$ cat src/rtl/first_part_pkg.sv
// first_part_pkg: shared constants and LUT INIT-word generation for the
// LUT-based 8-bit squarer (first_part).
package first_part_pkg;

   localparam int DATA_W = 8;

   // Selector for the (a*b) mod 8 partial-product LUT functions.
   typedef enum logic [2:0] {
      PP_P0 = 3'd0,   // p[0] = a0&b0                        (in[1]=a0, in[0]=b0)
      PP_P1 = 3'd1,   // p[1] = a1&b0 ^ a0&b1                (in = {a1,a0,b1,b0})
      PP_T2 = 3'd2,   // t    = a1&b1 ^ (a1&b0 & a0&b1)      (in = {a1,a0,b1,b0})
      PP_U2 = 3'd3,   // u    = a2&b0 ^ a0&b2                (in = {a2,b0,a0,b2})
      PP_X2 = 3'd4    // p[2] = t ^ u                        (in[1]=t, in[0]=u)
   } pp_sel_e;

   // INIT word for bit bit_idx of b*b: entry k holds bit bit_idx of k*k.
   function automatic logic [15:0] sq_init(input int unsigned bit_idx);
      logic [15:0] w;
      logic [7:0]  sq;
      w = 16'h0000;
      for (int k = 0; k < 16; k++) begin
         sq   = 8'(k * k);
         w[k] = sq[bit_idx[2:0]];
      end
      return w;
   endfunction

   // INIT word for one partial-product LUT; in[3:2] are don't-care for P0/X2.
   function automatic logic [15:0] pp_init(input pp_sel_e sel);
      logic [15:0] w;
      logic [3:0]  i;
      w = 16'h0000;
      for (int k = 0; k < 16; k++) begin
         i = 4'(k);
         case (sel)
            PP_P0:   w[k] = i[1] & i[0];
            PP_P1:   w[k] = (i[3] & i[0]) ^ (i[2] & i[1]);
            PP_T2:   w[k] = (i[3] & i[1]) ^ (i[3] & i[0] & i[2] & i[1]);
            PP_U2:   w[k] = (i[3] & i[2]) ^ (i[1] & i[0]);
            PP_X2:   w[k] = i[1] ^ i[0];
            default: w[k] = 1'b0;
         endcase
      end
      return w;
   endfunction

   localparam logic [15:0] SQ_INIT [0:7] = '{
      sq_init(32'd0), sq_init(32'd1), sq_init(32'd2), sq_init(32'd3),
      sq_init(32'd4), sq_init(32'd5), sq_init(32'd6), sq_init(32'd7)
   };

   localparam logic [15:0] PP_P0_INIT = pp_init(PP_P0);
   localparam logic [15:0] PP_P1_INIT = pp_init(PP_P1);
   localparam logic [15:0] PP_T2_INIT = pp_init(PP_T2);
   localparam logic [15:0] PP_U2_INIT = pp_init(PP_U2);
   localparam logic [15:0] PP_X2_INIT = pp_init(PP_X2);

endpackage

$ cat src/rtl/first_part_lut4.sv
// lut4: 4-input lookup-table primitive, o = INIT[in]. Purely combinational.
module lut4 #(
   parameter logic [15:0] INIT = 16'h0000
) (
   input  logic [3:0] in,
   output logic       o
);

   assign o = INIT[in];

endmodule

$ cat src/rtl/first_part.sv
// first_part: registered LUT-based squarer, out = (inp*inp) mod 256.
// inp = 16*a + b;  (16a+b)^2 mod 256 = (b^2 + 32*((a*b) mod 8)) mod 256.
// Optional macro FIRST_PART_IN_REG_EN registers inp/inp_valid ahead of the
// LUT network (latency 2); without it the network is fed from the ports
// (latency 1). The arithmetic is identical in both builds.
module first_part #(
   parameter int DATA_W = 8
) (
   input  logic              clk,
   input  logic              rst,
   input  logic [DATA_W-1:0] inp,
   input  logic              inp_valid,
   output logic [DATA_W-1:0] out,
   output logic              out_valid
);
   import first_part_pkg::*;

   if (DATA_W != 8) begin : g_bad_width
      $error("first_part: only DATA_W = 8 is supported");
   end

   logic [7:0] lut_inp_s;
   logic       lut_vld_s;
   logic [3:0] a_s;
   logic [3:0] b_s;
   logic [7:0] b_sq_s;
   logic [2:0] p_s;
   logic       t2_s;
   logic       u2_s;
   logic [7:0] sum_s;
   logic [7:0] out_d;
   logic [7:0] out_q;
   logic       valid_d;
   logic       valid_q;

`ifdef FIRST_PART_IN_REG_EN
   logic [7:0] inp_q;
   logic       in_valid_q;

   // Input stage: capture operand and qualifier; cleared by reset.
   always_ff @(posedge clk) begin
      if (rst) begin
         inp_q      <= 8'h00;
         in_valid_q <= 1'b0;
      end else begin
         inp_q      <= inp;
         in_valid_q <= inp_valid;
      end
   end

   assign lut_inp_s = inp_q;
   assign lut_vld_s = in_valid_q;
`else
   assign lut_inp_s = inp;
   assign lut_vld_s = inp_valid;
`endif

   assign a_s = lut_inp_s[7:4];
   assign b_s = lut_inp_s[3:0];

   // b^2: one LUT per result bit, all addressed by the low nibble.
   for (genvar i = 0; i < 8; i++) begin : g_sq
      lut4 #(.INIT(SQ_INIT[i])) u_sq (
         .in (b_s),
         .o  (b_sq_s[i])
      );
   end

   // (a*b) mod 8 from a[2:0], b[2:0]. The P0 LUT's spare inputs carry a[3]
   // and b[3]; its INIT ignores them, so the function is unaffected.
   lut4 #(.INIT(PP_P0_INIT)) u_pp_p0 (
      .in ({a_s[3], b_s[3], a_s[0], b_s[0]}),
      .o  (p_s[0])
   );

   lut4 #(.INIT(PP_P1_INIT)) u_pp_p1 (
      .in ({a_s[1], a_s[0], b_s[1], b_s[0]}),
      .o  (p_s[1])
   );

   // Bit 2 needs six inputs plus the bit-1 carry: split across three LUTs.
   lut4 #(.INIT(PP_T2_INIT)) u_pp_t2 (
      .in ({a_s[1], a_s[0], b_s[1], b_s[0]}),
      .o  (t2_s)
   );

   lut4 #(.INIT(PP_U2_INIT)) u_pp_u2 (
      .in ({a_s[2], b_s[0], a_s[0], b_s[2]}),
      .o  (u2_s)
   );

   lut4 #(.INIT(PP_X2_INIT)) u_pp_x2 (
      .in ({1'b0, 1'b0, t2_s, u2_s}),
      .o  (p_s[2])
   );

   // 8-bit wrap-around add; carries above bit 7 are dropped.
   assign sum_s = b_sq_s + {p_s, 5'b00000};

   // Next-state: load a new result only when qualified, otherwise hold.
   always_comb begin
      out_d   = out_q;
      valid_d = lut_vld_s;
      if (lut_vld_s) begin
         out_d = sum_s;
      end else begin
         out_d = out_q;
      end
   end

   // Output register; reset has priority over a valid operand.
   always_ff @(posedge clk) begin
      if (rst) begin
         out_q   <= 8'h00;
         valid_q <= 1'b0;
      end else begin
         out_q   <= out_d;
         valid_q <= valid_d;
      end
   end

   assign out       = out_q;
   assign out_valid = valid_q;

endmodule

$ cat config.mk
export PLATFORM = sky130hd
export DESIGN_NAME = first_part
export DESIGN_NICKNAME = d
export VERILOG_FILES = /design/src/rtl/first_part_pkg.sv /design/src/rtl/first_part_lut4.sv /design/src/rtl/first_part.sv
export SDC_FILE = /design/constraint.sdc
export NUM_CORES = 1
export LEC_CHECK = 0
export CAP_MARGIN = 30
export CORE_AREA = 2 2 39 41
export DETAILED_ROUTE_END_ITERATION = 7
export DIE_AREA = 0 0 41 43
export PLACE_DENSITY = 0.79
export SYNTH_ARGS = -nofsm -noshare
export SYNTH_HDL_FRONTEND = slang
export SYNTH_SLANG_ARGS = --single-unit
$ cat constraint.sdc
create_clock -name clk -period 3.4 [get_ports clk]
set_input_delay 0.34 -clock clk [delete_from_list [all_inputs] [get_ports clk]]
set_output_delay 0.34 -clock clk [all_outputs]
set_load 0.01 [all_outputs]
# Word level (Yosys, flattened, before mapping)

Memory sizes are Yosys's and may differ from the RTL's.
Index checks and enable logic that the tools add are counted.

Add/subtract/negate cells: 1
Order comparisons: 5
Muxes and demuxes: 14

Operators with widths:

| cell                                                                          | number |
|---|---|
| 4-bit by 5-bit less-than comparator with 1-bit output (second input constant) | 4 |
| 1-bit 2-to-1 mux                                                              | 13 |
| 8-bit adder                                                                   | 1 |
| 2-bit by 5-bit less-than comparator with 1-bit output (second input constant) | 1 |
| 1-bit binary-select mux with 2-bit select                                     | 1 |

Bits in registers: 9
Bits in read-only memories: 192
Input port bits: 11
Output and inout bits: 9
Logic and storage cells: 34
Memories: 12

Memories:

| name             | words | width | read ports | clocked after memory_dff | write ports | line                 | text |
|---|---|---|---|---|---|---|---|
| (name not given) | 16    | 1     | 1          | 0                        | 0           | first_part_lut4.sv:9 | `assign o = INIT[in];` |
| (name not given) | 16    | 1     | 1          | 0                        | 0           | first_part_lut4.sv:9 |  |
| (name not given) | 16    | 1     | 1          | 0                        | 0           | first_part_lut4.sv:9 |  |
| (name not given) | 16    | 1     | 1          | 0                        | 0           | first_part_lut4.sv:9 |  |
| (name not given) | 16    | 1     | 1          | 0                        | 0           | first_part_lut4.sv:9 |  |
| (name not given) | 16    | 1     | 1          | 0                        | 0           | first_part_lut4.sv:9 |  |
| +6 memories      | --    | --    | --         | --                       | --          | --                   |  |

# Longest topological paths before layout

Depth after elaboration: 5
Depth in mapped cells: 10

# Cells and area by module

From an unflattened synthesis, not the netlist that was laid out.

Cell total of the unflattened synthesis: 61
Area total of the unflattened synthesis: 545.5 um^2

By module, submodules not included:

| module                  | times used | cells each | area each (um^2) |
|---|---|---|---|
| first_part              | 1          | 35         | 376.6 |
| lut4 (u_pp_p1 ...)      | 2          | 3          | 16.3 |
| lut4 (g_sq[1].u_sq ...) | 2          | 2          | 11.3 |
| lut4 (g_sq[5].u_sq)     | 1          | 4          | 22.5 |
| lut4 (g_sq[4].u_sq)     | 1          | 3          | 21.3 |
| lut4 (g_sq[3].u_sq)     | 1          | 2          | 15.0 |
| lut4 (g_sq[2].u_sq)     | 1          | 1          | 13.8 |
| lut4 (g_sq[7].u_sq ...) | 2          | 1          | 6.3 |
| lut4 (u_pp_t2)          | 1          | 2          | 12.5 |
| lut4 (u_pp_x2)          | 1          | 1          | 8.8 |
| lut4 (g_sq[0].u_sq)     | 1          | 1          | 7.5 |

# Worst setup path before layout

Ideal clock, no wire load.

Kind: input to register
From: in inp[0]
To: reg out_q[7], in the netlist out[7]
Library setup time: 0.134 ns
Arrival time: 1.880 ns
Slack: 1.386 ns
Stages: 10
Buffers on the path: 0
Cells stage by stage: inv_1 ha_1 nand2_1 o21ai_0 a21oi_1 fa_1 a21boi_1 o211a_1 o211ai_1 o311ai_1

Cells in the longest elaborated chain, start to end: 5

RTL lines:

| element                                   | line                 | text |
|---|---|---|
| start: declaration                        | first_part.sv:11     | `input logic [DATA_W-1:0] inp,` |
| memory 16 x 1 bit                         | --                   |  |
| 1-bit 2-to-1 mux (not written as such)    | first_part_lut4.sv:9 |  |
| 1-bit binary-select mux with 2-bit select | first_part_lut4.sv:9 |  |
| 1-bit 2-to-1 mux (not written as such)    | first_part_lut4.sv:9 |  |
| 8-bit adder *                             | first_part.sv:98     | `assign sum_s = b_sq_s + {p_s, 5'b00000};` |
| end signal: assignment                    | first_part.sv:117    | `out_q <= out_d;` |
| end: declaration                          | first_part.sv:32     | `logic [7:0] out_q;` |

Mark *: on every way between the ends. The rest lies on a longest branch, timed or not. The select of a mux whose other input is x is not followed.
A chain may end at the register's enable or synchronous reset.

# Worst setup path after layout

From: in inp[1]
To: reg out_q[7], in the netlist out[7]

The elaborated chain is that of the path after synthesis.

==> impl_metrics.xml <==
<?xml version="1.0" encoding="UTF-8"?>
<metrics>
  <group name="job">
    <metric name="cap_violations" unit="">0</metric>
  </group>
  <group name="clocking">
    <metric name="cts-buffers-inserted" unit="">3</metric>
    <metric name="clock_tree.root_cell" unit="">sky130_fd_sc_hd__clkbuf_4</metric>
    <metric name="clk_path_buf_depth" unit="">2</metric>
    <metric name="cts-hold-fix-buffers" unit="">0</metric>
    <metric name="clk_pin_slew" unit="ns">0.05</metric>
    <metric name="insertion_delay" unit="ns">0.24</metric>
    <metric name="tritoncts_num_sinks" unit="">8</metric>
    <metric name="tritoncts" unit="">done</metric>
    <metric name="post-cts-setup-buffers" unit="">0</metric>
    <metric name="cts_htree_levels" unit="">1</metric>
    <metric name="post_cts_resized" unit="">0</metric>
  </group>
  <group name="die">
    <metric name="placeable_area" unit="µm²">1380</metric>
    <metric name="dieHeight" unit="µm">43</metric>
    <metric name="io_pins" unit="">20</metric>
    <metric name="placementRows" unit="">14</metric>
    <metric name="die_x" unit="µm">41</metric>
    <metric name="initial_core_util" unit="">0.399</metric>
    <metric name="die_area" unit="µm²">1760</metric>
  </group>
  <group name="finish">
    <metric name="area_growth_syn_to_layout" unit="%">35.6</metric>
    <metric name="multi_input_area" unit="µm²">353</metric>
    <metric name="antennaDiodeCount" unit="">0</metric>
    <metric name="final_core_utilization" unit="">0.541</metric>
    <metric name="nFillCells" unit="">135</metric>
    <metric name="nNetsFinal" unit="">101</metric>
    <metric name="sequential_cell_area" unit="µm²">160</metric>
    <metric name="layout-drive-gt1-share" unit="">0.0741</metric>
  </group>
  <group name="worst_hold_path">
    <metric name="worst_hold_startpoint" unit="">out[4]</metric>
    <metric name="worst_hold_path_type" unit="">reg2reg</metric>
    <metric name="holdPathStages" unit="">2</metric>
    <metric name="worstHoldEndpoint" unit="">out[4]</metric>
  </group>
  <group name="timing">
    <metric name="slew_viol_final" unit="">0</metric>
    <metric name="fin_setup_tns" unit="ns">0</metric>
    <metric name="max_clock_freq" unit="MHz">388</metric>
    <metric name="skew" unit="ns">0</metric>
    <metric name="final-hold-violation-count" unit="">0</metric>
    <metric name="setup-violations-final" unit="">0</metric>
    <metric name="grt_setup_unrepaired" unit="">no</metric>
    <metric name="post-route-min-period" unit="ns">2.58</metric>
    <metric name="layout_worst_path_cycle_share" unit="">0.759</metric>
  </group>
  <group name="critical_path">
    <metric name="critical_path_peak_fanout" unit="">8</metric>
    <metric name="start_of_the_worst_register_to_register_path" unit="">out[7]</metric>
    <metric name="worst_path_arrival" unit="ns">2.70</metric>
    <metric name="setup.worst_path.start_class" unit="">input port</metric>
    <metric name="critical_path_class" unit="">in2reg</metric>
    <metric name="depth_of_the_worst_register_to_register_path" unit="">2</metric>
    <metric name="worst_ep_required_time" unit="ns">3.52</metric>
    <metric name="timing.critical_path.to_type" unit="">register</metric>
    <metric name="reg2reg_setup_slack" unit="ns">2.44</metric>
    <metric name="reg2reg_to" unit="">out[7]</metric>
  </group>
  <group name="grt">
    <metric name="gr-usage-all-layers" unit="">0.141</metric>
    <metric name="vias_in_the_first_global_route" unit="">446</metric>
    <metric name="pin_count_of_the_biggest_net_entering_global_routing" unit="">12</metric>
    <metric name="number_of_antenna_violations_at_the_first_check_in_global_routing" unit="">0</metric>
    <metric name="overflow" unit="">0</metric>
    <metric name="grt_pass1_wl" unit="µm">1640</metric>
  </group>
  <group name="yosys">
    <metric name="ys_types" unit="">26</metric>
    <metric name="synth_top_area_cell" unit="">sky130_fd_sc_hd__dfxtp_1</metric>
    <metric name="syn-cell-area" unit="µm²">552</metric>
    <metric name="synth_top_area_share" unit="">0.290</metric>
    <metric name="postSynthRegisterBits" unit="">8</metric>
    <metric name="netlist_instances" unit="">63</metric>
    <metric name="yosysSeqAreaShare" unit="">0.290</metric>
    <metric name="async_reset_ff_frac" unit="">0</metric>
    <metric name="yosysWarnings" unit="">0</metric>
    <metric name="syn-num-nets" unit="">81</metric>
    <metric name="synthFlopType" unit="">sky130_fd_sc_hd__dfxtp_1</metric>
    <metric name="synth_enable_flop_cells" unit="">0</metric>
    <metric name="postSynthAreaPerCell" unit="µm²">8.76</metric>
    <metric name="ys_top_cells_by_count" unit="">8 x sky130_fd_sc_hd__dfxtp_1, 7 x sky130_fd_sc_hd__nor2_1, 6 x sky130_fd_sc_hd__ha_1, 6 x sky130_fd_sc_hd__nand2_1, 5 x sky130_fd_sc_hd__mux2i_1</metric>
    <metric name="cell_with_the_most_instances_after_synthesis" unit="">sky130_fd_sc_hd__dfxtp_1</metric>
    <metric name="yosys-top-cells-area" unit="">sky130_fd_sc_hd__dfxtp_1 29%, sky130_fd_sc_hd__ha_1 14%, sky130_fd_sc_hd__mux2i_1 9.1%</metric>
  </group>
  <group name="placed_design">
    <metric name="io_buffer_count" unit="">17</metric>
    <metric name="place.detailed.hpwl" unit="µm">867</metric>
    <metric name="place.gp.congestion" unit="">0.805</metric>
  </group>
  <group name="route">
    <metric name="remaining_design_rule_violation_count" unit="">0</metric>
    <metric name="post_drt_via_cell_ratio" unit="">4.95</metric>
    <metric name="wirelength" unit="µm">1030</metric>
    <metric name="routed-via-count" unit="">480</metric>
    <metric name="route.antenna.remaining_nets" unit="">0</metric>
    <metric name="wire_per_inst" unit="µm">10.6</metric>
    <metric name="drt_iter0_drc" unit="">7</metric>
    <metric name="drt_first_pass_iters" unit="">4</metric>
  </group>
  <group name="outcome">
    <metric name="outcome" unit="">complete, no violations</metric>
  </group>
  <group name="power_and_ir_drop">
    <metric name="pwr_density_cell" unit="nW/µm²">322</metric>
    <metric name="totalPowerFinal" unit="mW">0.241</metric>
    <metric name="vdd.ir_drop.worst" unit="µV">82.7</metric>
    <metric name="static-leakage-power" unit="nW">0.334</metric>
  </group>
</metrics>
cells in the final DEF, fill, tap and decap left out:
cell type                         instances
sky130_fd_sc_hd__a211oi_1                 4
sky130_fd_sc_hd__a21boi_1                 1
sky130_fd_sc_hd__a21oi_1                  1
sky130_fd_sc_hd__and2_1                   1
sky130_fd_sc_hd__and2b_1                  1
sky130_fd_sc_hd__and3b_1                  1
sky130_fd_sc_hd__buf_4                    1
sky130_fd_sc_hd__clkbuf_4                 3
sky130_fd_sc_hd__clkdlybuf4s50_1         17
sky130_fd_sc_hd__conb_1                   1
sky130_fd_sc_hd__dfxtp_1                  8
sky130_fd_sc_hd__fa_1                     1
sky130_fd_sc_hd__ha_1                     6
sky130_fd_sc_hd__inv_1                    4
sky130_fd_sc_hd__mux2_2                   1
sky130_fd_sc_hd__mux2i_1                  5
sky130_fd_sc_hd__nand2_1                  6
sky130_fd_sc_hd__nand3_1                  2
sky130_fd_sc_hd__nor2_1                   7
sky130_fd_sc_hd__o211a_1                  1
sky130_fd_sc_hd__o211ai_1                 1
sky130_fd_sc_hd__o21ai_0                  3
sky130_fd_sc_hd__o21ai_1                  2
sky130_fd_sc_hd__o311ai_1                 1
sky130_fd_sc_hd__or3b_2                   1
sky130_fd_sc_hd__xor2_1                   1
flip-flops by register name, indices dropped and copies added, names as in the netlist:
| register | flops |
|---|---|
| out_valid | 1 |
| out | 7 |
layout make-up:
type | instances | area share
clock buffer | 3 | 0.0301
multi-input combinational | 48 | 0.472
sequential | 8 | 0.214
timing repair buffer | 18 | 0.237
inverter | 4 | 0.0201
tap | 16 | 0.0268
report_power, final:
| group | switching [mW] | total (mW) | internal, mW |
|---|---|---|---|
| sequential | 0.00313 | 0.104 | 0.101 |
| clock | 0.0292 | 0.0694 | 0.0402 |
| combinational | 0.0308 | 0.0677 | 0.0368 |
layer usage:
layer | part of all wire | vias up | track usage
met3 | 0.035 | 2 | 0.0209
met5 | 0 | - | 0
met2 | 0.53 | 11 | 0.238
li1 | - | 253 | -
met4 | 0.016 | 0 | 0.120
met1 | 0.42 | 214 | 0.135
cells by family (layout without fill, tap and decap cells):
logic type / count (synthesis) / count (layout) / share of synthesized area
buffers and inverters: 7 / 25 / 0.0703
XOR/XNOR: 1 / 1 / 0.0159
other: 1 / 1 / 0.00680
AND/OR/NAND/NOR: 19 / 19 / 0.163
multiplexers: 6 / 6 / 0.111
AO/OA/AOI/OAI: 14 / 14 / 0.170
flip-flops: 8 / 8 / 0.290
adder cells (fa/ha/maj): 7 / 7 / 0.172
how the worst max path moves through the flow:
stage               endpoint  slack [ns]   start  depth (start not counted)
finish                out[7]        0.82  inp[1]                         11
global route          out[7]        0.65  inp[1]                         11
CTS                   out[7]        0.82  inp[1]                         11
detailed placement    out[7]        0.56  inp[1]                         11
global placement      out[7]        0.58  inp[1]                         11
floorplan             out[7]        1.39  inp[0]                         10
per-stage QoR:
stage / setup slack (ns) / area (µm²) / instances / hold WS (ns)
after floorplan: 1.39 / 552 / 63 / 0.412
after global placement: 0.585 / 726 / 94 / 0.474
after detailed placement: 0.562 / 726 / 94 / 0.486
after CTS: 0.818 / 748 / 97 / 0.493
after global routing: 0.652 / 748 / 97 / 0.527
final: 0.821 / 748 / 97 / 0.489
worst max-delay path, stage by stage:
cell and delay, ns:
sky130_fd_sc_hd__clkdlybuf4s50_1 0.62, sky130_fd_sc_hd__inv_1 0.12, sky130_fd_sc_hd__ha_1 0.29, sky130_fd_sc_hd__nand2_1 0.04, sky130_fd_sc_hd__o21ai_0 0.08, sky130_fd_sc_hd__a21oi_1 0.11
sky130_fd_sc_hd__fa_1 0.44, sky130_fd_sc_hd__a21boi_1 0.15, sky130_fd_sc_hd__o211a_1 0.24, sky130_fd_sc_hd__o211ai_1 0.16, sky130_fd_sc_hd__o311ai_1 0.11
Power figures use the tool's default switching activity.
